**src/rtl/clock_set_ctrl.sv**
```systemverilog
// Time-set controller for the BCD clock: run enable, hour/minute set sequence, shadow display, commit load.
// Optional auto-repeat on a held increment button is enabled with CLOCK_SET_REPEAT_EN.
module clock_set_ctrl #(
  parameter int unsigned TIMEOUT_S  = 30
`ifdef CLOCK_SET_REPEAT_EN
  , parameter int unsigned REPEAT_DLY = 25000000,
  parameter int unsigned REPEAT_PER = 5000000
`endif
) (
  input  logic       clk,
  input  logic       reset,
  input  logic       tick_1hz,
  input  logic       btn_mode,
  input  logic       btn_inc,
`ifdef CLOCK_SET_REPEAT_EN
  input  logic       btn_inc_hold,
`endif
  input  logic [7:0] cur_h,
  input  logic [7:0] cur_m,
  output logic       run_en,
  output logic       load,
  output logic [7:0] load_h,
  output logic [7:0] load_m,
  output logic       clear_s,
  output logic [1:0] set_mode,
  output logic [7:0] disp_h,
  output logic [7:0] disp_m,
  output logic [5:0] blink_mask
);

  typedef enum logic [1:0] {RUN = 2'd0, SET_H = 2'd1, SET_M = 2'd2, COMMIT = 2'd3} state_t;

  state_t     state, state_n;
  logic [7:0] sh_h, sh_h_n, sh_m, sh_m_n;
  logic [7:0] tmo, tmo_n;
  logic       phase, phase_n;
  logic       inc_ev;

  function automatic logic [7:0] bcd_inc(input logic [7:0] v, input logic [7:0] max);
    if (v == max)          return 8'h00;
    else if (v[3:0] == 4'd9) return {v[7:4] + 4'd1, 4'd0};
    else                   return {v[7:4], v[3:0] + 4'd1};
  endfunction

  // Corrupt counter values must not leak into the set sequence.
  function automatic logic [7:0] bcd_norm(input logic [7:0] v, input logic [7:0] max);
    if (v[7:4] > 4'd9 || v[3:0] > 4'd9 || v > max) return 8'h00;
    else                                           return v;
  endfunction

`ifdef CLOCK_SET_REPEAT_EN
  logic [31:0] rep_cnt;
  logic        rep_on, rep_pulse, in_set;

  assign in_set    = (state == SET_H) || (state == SET_M);
  assign rep_pulse = in_set && btn_inc_hold &&
                     (rep_on ? (rep_cnt == 32'(REPEAT_PER - 1)) : (rep_cnt == 32'(REPEAT_DLY - 1)));
  assign inc_ev    = btn_inc | rep_pulse;

  always_ff @(posedge clk) begin
    if (reset || !btn_inc_hold || !in_set) begin
      rep_cnt <= '0;
      rep_on  <= 1'b0;
    end else if (rep_pulse) begin
      rep_cnt <= '0;
      rep_on  <= 1'b1;
    end else begin
      rep_cnt <= rep_cnt + 32'd1;
    end
  end
`else
  assign inc_ev = btn_inc;
`endif

  always_comb begin
    state_n = state;
    sh_h_n  = sh_h;
    sh_m_n  = sh_m;
    phase_n = phase;
    tmo_n   = tmo;
    case (state)
      RUN: begin
        phase_n = 1'b0;
        tmo_n   = 8'd0;
        if (btn_mode) begin
          state_n = SET_H;
          sh_h_n  = bcd_norm(cur_h, 8'h23);
          sh_m_n  = bcd_norm(cur_m, 8'h59);
          phase_n = 1'b1;
        end
      end
      SET_H, SET_M: begin
        if (tick_1hz) begin
          phase_n = ~phase;
          tmo_n   = tmo + 8'd1;
        end
        if (btn_mode || inc_ev) tmo_n = 8'd0;
        // Mode wins over a coincident increment; any button cancels an expiring abort.
        if (btn_mode) begin
          state_n = (state == SET_H) ? SET_M : COMMIT;
        end else if (inc_ev) begin
          if (state == SET_H) sh_h_n = bcd_inc(sh_h, 8'h23);
          else                sh_m_n = bcd_inc(sh_m, 8'h59);
        end else if (tick_1hz && (tmo + 8'd1) == TIMEOUT_S[7:0]) begin
          state_n = RUN;
        end
      end
      COMMIT: begin
        state_n = RUN;
        phase_n = 1'b0;
      end
      default: state_n = RUN;
    endcase
  end

  always_ff @(posedge clk) begin
    if (reset) begin
      state <= RUN;
      sh_h  <= 8'h00;
      sh_m  <= 8'h00;
      phase <= 1'b0;
      tmo   <= 8'd0;
    end else begin
      state <= state_n;
      sh_h  <= sh_h_n;
      sh_m  <= sh_m_n;
      phase <= phase_n;
      tmo   <= tmo_n;
    end
  end

  // Outputs are decoded from next-state values so they line up with the state register.
  always_ff @(posedge clk) begin
    if (reset) begin
      run_en     <= 1'b1;
      load       <= 1'b0;
      clear_s    <= 1'b0;
      load_h     <= 8'h00;
      load_m     <= 8'h00;
      blink_mask <= 6'b0;
    end else begin
      run_en  <= (state_n == RUN);
      load    <= (state_n == COMMIT);
      clear_s <= (state_n == COMMIT);
      if (state_n == COMMIT) begin
        load_h <= sh_h_n;
        load_m <= sh_m_n;
      end
      if      (state_n == SET_H && phase_n) blink_mask <= 6'b110000;
      else if (state_n == SET_M && phase_n) blink_mask <= 6'b001100;
      else                                  blink_mask <= 6'b000000;
    end
  end

  assign set_mode = state;
  assign disp_h   = (state == RUN) ? cur_h : sh_h;
  assign disp_m   = (state == RUN) ? cur_m : sh_m;

endmodule
```
**config.mk**
```make
export PLATFORM = sky130hd
export DESIGN_NAME = clock_set_ctrl
export DESIGN_NICKNAME = d
export VERILOG_FILES = /design/src/rtl/clock_set_ctrl.sv
export SDC_FILE = /design/constraint.sdc
export NUM_CORES = 1
export LEC_CHECK = 0
export CELL_PAD_IN_SITES_DETAIL_PLACEMENT = 1
export CELL_PAD_IN_SITES_GLOBAL_PLACEMENT = 2
export CORE_MARGIN = 2
export CORE_UTILIZATION = 30
export CTS_BUF_LIST = sky130_fd_sc_hd__clkbuf_8
export DETAILED_ROUTE_END_ITERATION = 10
export PLACE_DENSITY_LB_ADDON = 0.1
export SYNTH_ARGS = -nofsm -noshare
export SYNTH_HDL_FRONTEND = slang
export SYNTH_SLANG_ARGS = --single-unit
```
**constraint.sdc**
```tcl
create_clock -name clk -period 2.75 [get_ports clk]
set_clock_uncertainty 0.1 [all_clocks]
set_input_delay 0.55 -clock clk [delete_from_list [all_inputs] [get_ports clk]]
set_output_delay 0.55 -clock clk [all_outputs]
set_load 0.1 [all_outputs]
```
==> results of run 1 <==
[per-stage QoR]
| stage | hold WS (ps) | total power, mW | area [um^2] | utilization | setup TNS, ps |
|---|---|---|---|---|---|
| 3_5_place_dp | 366 | 1.37 | 3910 | 0.423 | -4.54 |
| 2_1_floorplan | 397 | 1.13 | 2950 | - | 0 |
| 6_report | 374 | 1.83 | 4010 | 0.434 | 0 |
| 3_3_place_gp | 355 | 1.37 | 3910 | 0.423 | 0 |
| 5_1_grt | 406 | 1.92 | 4010 | 0.434 | 0 |
| 4_1_cts | 378 | 1.85 | 4010 | 0.434 | 0 |
[state kept, by name, indices dropped and copies added (netlist names)]
register    cells
load_m          8
sh_h            8
blink_mask      2
run_en          1
set_mode        2
load_h          8
tmo             8
clear_s         1
phase           1
sh_m            8
[per-layer routing]
metal	part of all wire	vias up
li1	-	1363
met1	0.52	1322
met2	0.44	49
met3	0.035	6
met4	0.0075	0
met5	0	-
[cell type report]
cell class / count / area (um^2)
clock inverter: 1 / 3.75
fill: 1070 / 5230
inverter: 16 / 60.1
tap: 129 / 161
clock buffer: 7 / 96.3
sequential: 47 / 948
timing repair buffer: 87 / 916
multi-input combinational: 263 / 1830
[cell families (layout without fill, tap and decap cells)]
| kind of cell | count (synthesis) | after routing | share of synthesized area |
|---|---|---|---|
| and+or+nand+nor | 137 | 137 | 0.253 |
| xor gates and xnor gates | 4 | 4 | 0.0122 |
| DFF | 47 | 47 | 0.328 |
| other | 1 | 2 | 0.00131 |
| muxes | 27 | 27 | 0.105 |
| adders and majority gates | 13 | 13 | 0.0567 |
| AOI/OAI and AO/OA | 80 | 80 | 0.183 |
| buffers and inverters | 37 | 111 | 0.0598 |
[final timing paths]
check / start / to / slack [ps] / cells after the start
worst min register to register: load_h[6] / load_h[6] / 370 / 2
worst max register to register: set_mode[0] / load_m[3] / 350 / 9
worst max-delay path: set_mode[1] / disp_h[6] / 140 / 5
worst min-delay path: load_h[6] / load_h[6] / 370 / 2
[layout by cell type (no fill, tap or decap), drive strengths merged, types with 7 or more instances in the layout]
cell           Yosys  routed
a21oi             23      23
buf               10      67
clkbuf            11       7
clkdlybuf4s50      0      20
dfxtp             47      47
ha                13      13
inv               16      17
mux2              25      25
nand2             36      36
nand3             10      10
nor2              29      29
nor2b             20      20
nor3               8       8
o21ai             24      24
[critical path: stages, from the launching register on]
cell	delay [ps]
dfxtp_4	370
inv_1	100
ha_1	240
buf_4	340
mux2_2	410
buf_12	170
[power breakdown]
group	internal (mW)	switching, mW	leakage, nW	total [mW]
Sequential	0.691	0.0118	0.381	0.703
Clock	0.227	0.252	0.0557	0.479
Combinational	0.226	0.426	1.21	0.652
Total	1.14	0.690	1.65	1.83
==> impl_results.md, run 1 <==
- Status: finished, final reports clean
- Io pins: 64
- Area leader, netlist: dfxtp_1
- Mapped Cells: around 350
- Vias per cell: about 5.0
- CTS Buffer Depth: 2
- GR Overflow Total: 0
- Mean Syn Cell Area: 8.28 um^2
- Critical path endpoint category: output pin
- Clock insertion delay at the later pin of the skew report: 310 ps
- Pre-Repair DR Iteration Count: 4
- Required time worst endpoint: ~2100 ps
- Root buf cell: clkbuf_8
- All-layer global routing usage: 0.188
- Global-route wire length before repair: roughly 15 mm
- Gr busiest metal: met2
- Yosys reg bits: 47
- Antenna Cells: 0
- Synth unique cells: 58
- Worst hold path type: flop to flop
- Cell Area, Synth: about 2900 um^2
- Final Non-Filler Cells: 550
- DP Worst Slack: -4.54 ps
- Critical path arrival: 1960 ps
- WS Path Type: flop to output pin
- Ranking of synthesized cells by area: dfxtp_1 (33%), mux2_2 (7.1%), ha_1 (5.7%), nand2_1 (4.7%), nor2b_1 (4.4%)
- Count of pins over their slew limit: 0
- Rows: 35
- Post-route ant nets: 0
- Inst Count DP: 542
- Routability cong.: 0.903
- Final number of setup-violating endpoints: 0
- Synth warnings: 0
- Cts bufs inserted: 5
- Core Area: 9240 um^2
- Routing usage on met1: 0.272
- Top-count cell post-synth: dfxtp_1
- Post-DP HPWL: 7.05 mm
- Share of the synthesized area in the top cell type: 0.328
- Clk slew on worst S/H paths: 90 ps
- Die Width: approximately 100 um
- Final Hold Viols: 0
- Postcts setup bufs: 0
- Cts hold-fix bufs: 0
- CTS sink cnt: 47
- Maximum vdd ir drop: around 0.20 mV
- Met3 Use GR: 0.0255
- Vias in the first global route: 2,905
- Pin count of the biggest net entering global routing: 22
- Post-synth top cells: dfxtp_1 (47), nand2_1 (36), nor2_1 (28)
- Die area: about 10,000 um^2
- Post-synth EDFFs: 0
- Pwr Density: 457 nW/um^2
- Async set-reset flop share out of synthesis: 0
- Area delta synth->final: 39.9%
- PostCTS Resize Cnt: 0
- Main synth FF type: dfxtp_1
- Max Fanout on Critical Path: 19
- DR iter-0 viols: 88
- Total number of vias: 2,740
- Initial cell density of the core: 0.310
- Leakage power: 1.65 nW
- Final worst-path cycle share: 0.948
- Nets: 454
- Max_cap viols: 0
- Post-DR wirelength/cell: between 15 and 20 um
- H-Tree Depth: 2
- Final setup margin: 143 ps
- CTS tree: yes
- Die height: 102 um
- M2 GR Usage: 0.299
- Initial antenna violation count: 0
- Layout cell share with drive strength beyond 1: 0.261
- WL final: just over 9 mm
- DRC viols: 0
- Crit path launch type: flop
- I/O Buffers: 61
- RSZ-0062 raised after global routing: false
- Max Clk Rate: approximately 0.38 GHz
- Min Clock Period, post-route: 2610 ps
- Register area share after synthesis: 0.328
(Power assumes the default switching activity.)
==> run 2, diff against run 1 <==
--- a/config.mk
+++ b/config.mk
@@ -9,9 +9,10 @@
 export CELL_PAD_IN_SITES_GLOBAL_PLACEMENT = 2
 export CORE_MARGIN = 2
 export CORE_UTILIZATION = 30
-export CTS_BUF_LIST = sky130_fd_sc_hd__clkbuf_8
+export CTS_BUF_LIST = sky130_fd_sc_hd__clkbuf_4
 export DETAILED_ROUTE_END_ITERATION = 10
 export PLACE_DENSITY_LB_ADDON = 0.1
 export SYNTH_ARGS = -nofsm -noshare
 export SYNTH_HDL_FRONTEND = slang
 export SYNTH_SLANG_ARGS = --single-unit
+export TNS_END_PERCENT = 10
==> run 2 against run 1 <==
Sequential power about the same. Power decreased by 7.2%. Clock-buffer cell count down 1. Final area shrank 1.1%. Via count shrank 0.44%. Sequential share of layout area increased by 0.26 points. Die area unchanged. Maximum frequency is 0.49% lower. Non-clock buffer count did not move. Combinational power hardly changed. Critical path depth stayed put. Critical path type unchanged.
==> impl_results.md, run 2 (synthesis results as in run 1) <==
- Status: finished, final reports clean
- Slew headroom: 0.662
- Global-route wire length before repair: between 15 and 20 mm
- Clock insertion delay at the later pin of the skew report: 370 ps
- Postcts setup bufs: 0
- Vias per cell: 4.96
- DR iter-0 viols: just over 100
- Most frequent cells in the layout: buf_4 (49), dfxtp_1 (45), nand2_1 (36)
- Nets: 454
- Vias in the first global route: 2,888
- Critical path endpoint category: output pin
- Top Layer Used: met4
- Leakage power: 1.63 nW
- Delay-heaviest family, CP: buffers and inverters
- Io pins: 64
- Post-DP HPWL: 7.05 mm
- DRC viols: 0
- Root buf cell: clkbuf_4
- Die Width: 102 um
- CTS Buffer Depth: 2
- CTS sink cnt: between 40 and 50
- Commonest non-fill, non-tap cell in the layout: buf_4
- Min Clock Period, post-route: 2620 ps
- Pre-Repair DR Iteration Count: 4
- Core Area: 9240 um^2
- Rows: 35
- Cts hold-fix bufs: 0
- Tot Pwr: 1.70 mW
- Worst path bufs/invs: 3
- GR Overflow Total: 0
- Die height: 102 um
- CTS tree: yes
- Critical path, cell by cell: inv_1 -> ha_1 -> buf_6 -> mux2_2 -> buf_12
- I/O Buffers: 61
- Area delta synth->final: 38.4%
- Worst hold path type: flop to flop
- Met1 Wirelength: 4.65 mm
- Post-route ant nets: 0
- Final worst-path cycle share: 0.953
- PostCTS Resize Cnt: 0
- RSZ-0062 raised after global routing: false
- Routability cong.: 0.903
- Die area: 10,400 um^2
- DP Worst Slack: -4.54 ps
- Worst Tran Pin Value: about 500 ps
- CP max stage delay: roughly 400 ps
- Pin count of the biggest net entering global routing: 22
- H-Tree Depth: 2
- Pwr Density: 429 nW/um^2
- Layout cell share with drive strength beyond 1: 0.259
- Required time worst endpoint: around 2100 ps
- Maximum vdd ir drop: 0.164 mV
- WL final: 9.02 mm
- Final number of setup-violating endpoints: 0
- Antenna Cells: 0
- WL met3: 338 um
- Post-layout util: 0.429
- Max_cap viols: 0
- Post-DR wirelength/cell: between 15 and 20 um
- Final setup margin: 130 ps
- Routed wl met2: between 3 and 4 mm
- Cts bufs inserted: 5
- Max Clk Rate: between 0.3 and 0.4 GHz
- Crit path launch type: flop
- Total number of vias: 2,728
- Slowest library cell on the worst path: mux2_2
- Final Hold Viols: 0
- Count of pins over their slew limit: 0
- Max Fanout on Critical Path: 19
- Initial antenna violation count: 0
- WS Path Type: flop to output pin
- All-layer global routing usage: 0.188
- Initial cell density of the core: 0.310
- Critical path arrival: 1970 ps
- Clk slew on worst S/H paths: between 100 and 150 ps
## run 2: area by class of cell
class / instances / area [um^2]
tap: 129 / 161
timing repair buffer: 87 / 920
multi-input combinational: 263 / 1830
clock inverter: 2 / 7.51
sequential: 47 / 948
inverter: 16 / 60.1
fill: 1077 / 5270
clock buffer: 6 / 45.0
## run 2: metrics by stage
step	cell area, um^2	hold WS (ps)	TNS (ps)	std cells
2_1_floorplan	2950	397	0	347
3_3_place_gp	3910	355	0	542
3_5_place_dp	3910	366	-4.54	542
4_1_cts	3960	384	0	550
5_1_grt	3970	412	0	550
6_report	3970	380	0	550
## run 2: power breakdown
group	internal [mW]	leakage (nW)	switching [mW]
clock network	0.105	0.0307	0.238
logic	0.227	1.22	0.426
registers	0.692	0.381	0.0118
total	1.02	1.63	0.676
## run 2: final timing paths
path / from / end / slack, ps / depth (start not counted)
worst max-delay path: set_mode[1] / disp_h[6] / 130 / 5
worst min-delay path: load_h[1] / load_h[1] / 380 / 2
worst max register to register: set_mode[0] / load_m[3] / 340 / 9
worst min register to register: load_h[1] / load_h[1] / 380 / 2
## run 2: per-layer routing
layer	vias to the layer above	GRT usage
met5	-	0
met4	0	0.0374
met3	6	0.0276
met2	47	0.299
met1	1312	0.270
li1	1363	-
## run 2: worst min-delay path, stage by stage (launching register included)
cell	delay, ps
dfxtp_1	340
nand2_1	50
mux2i_1	60
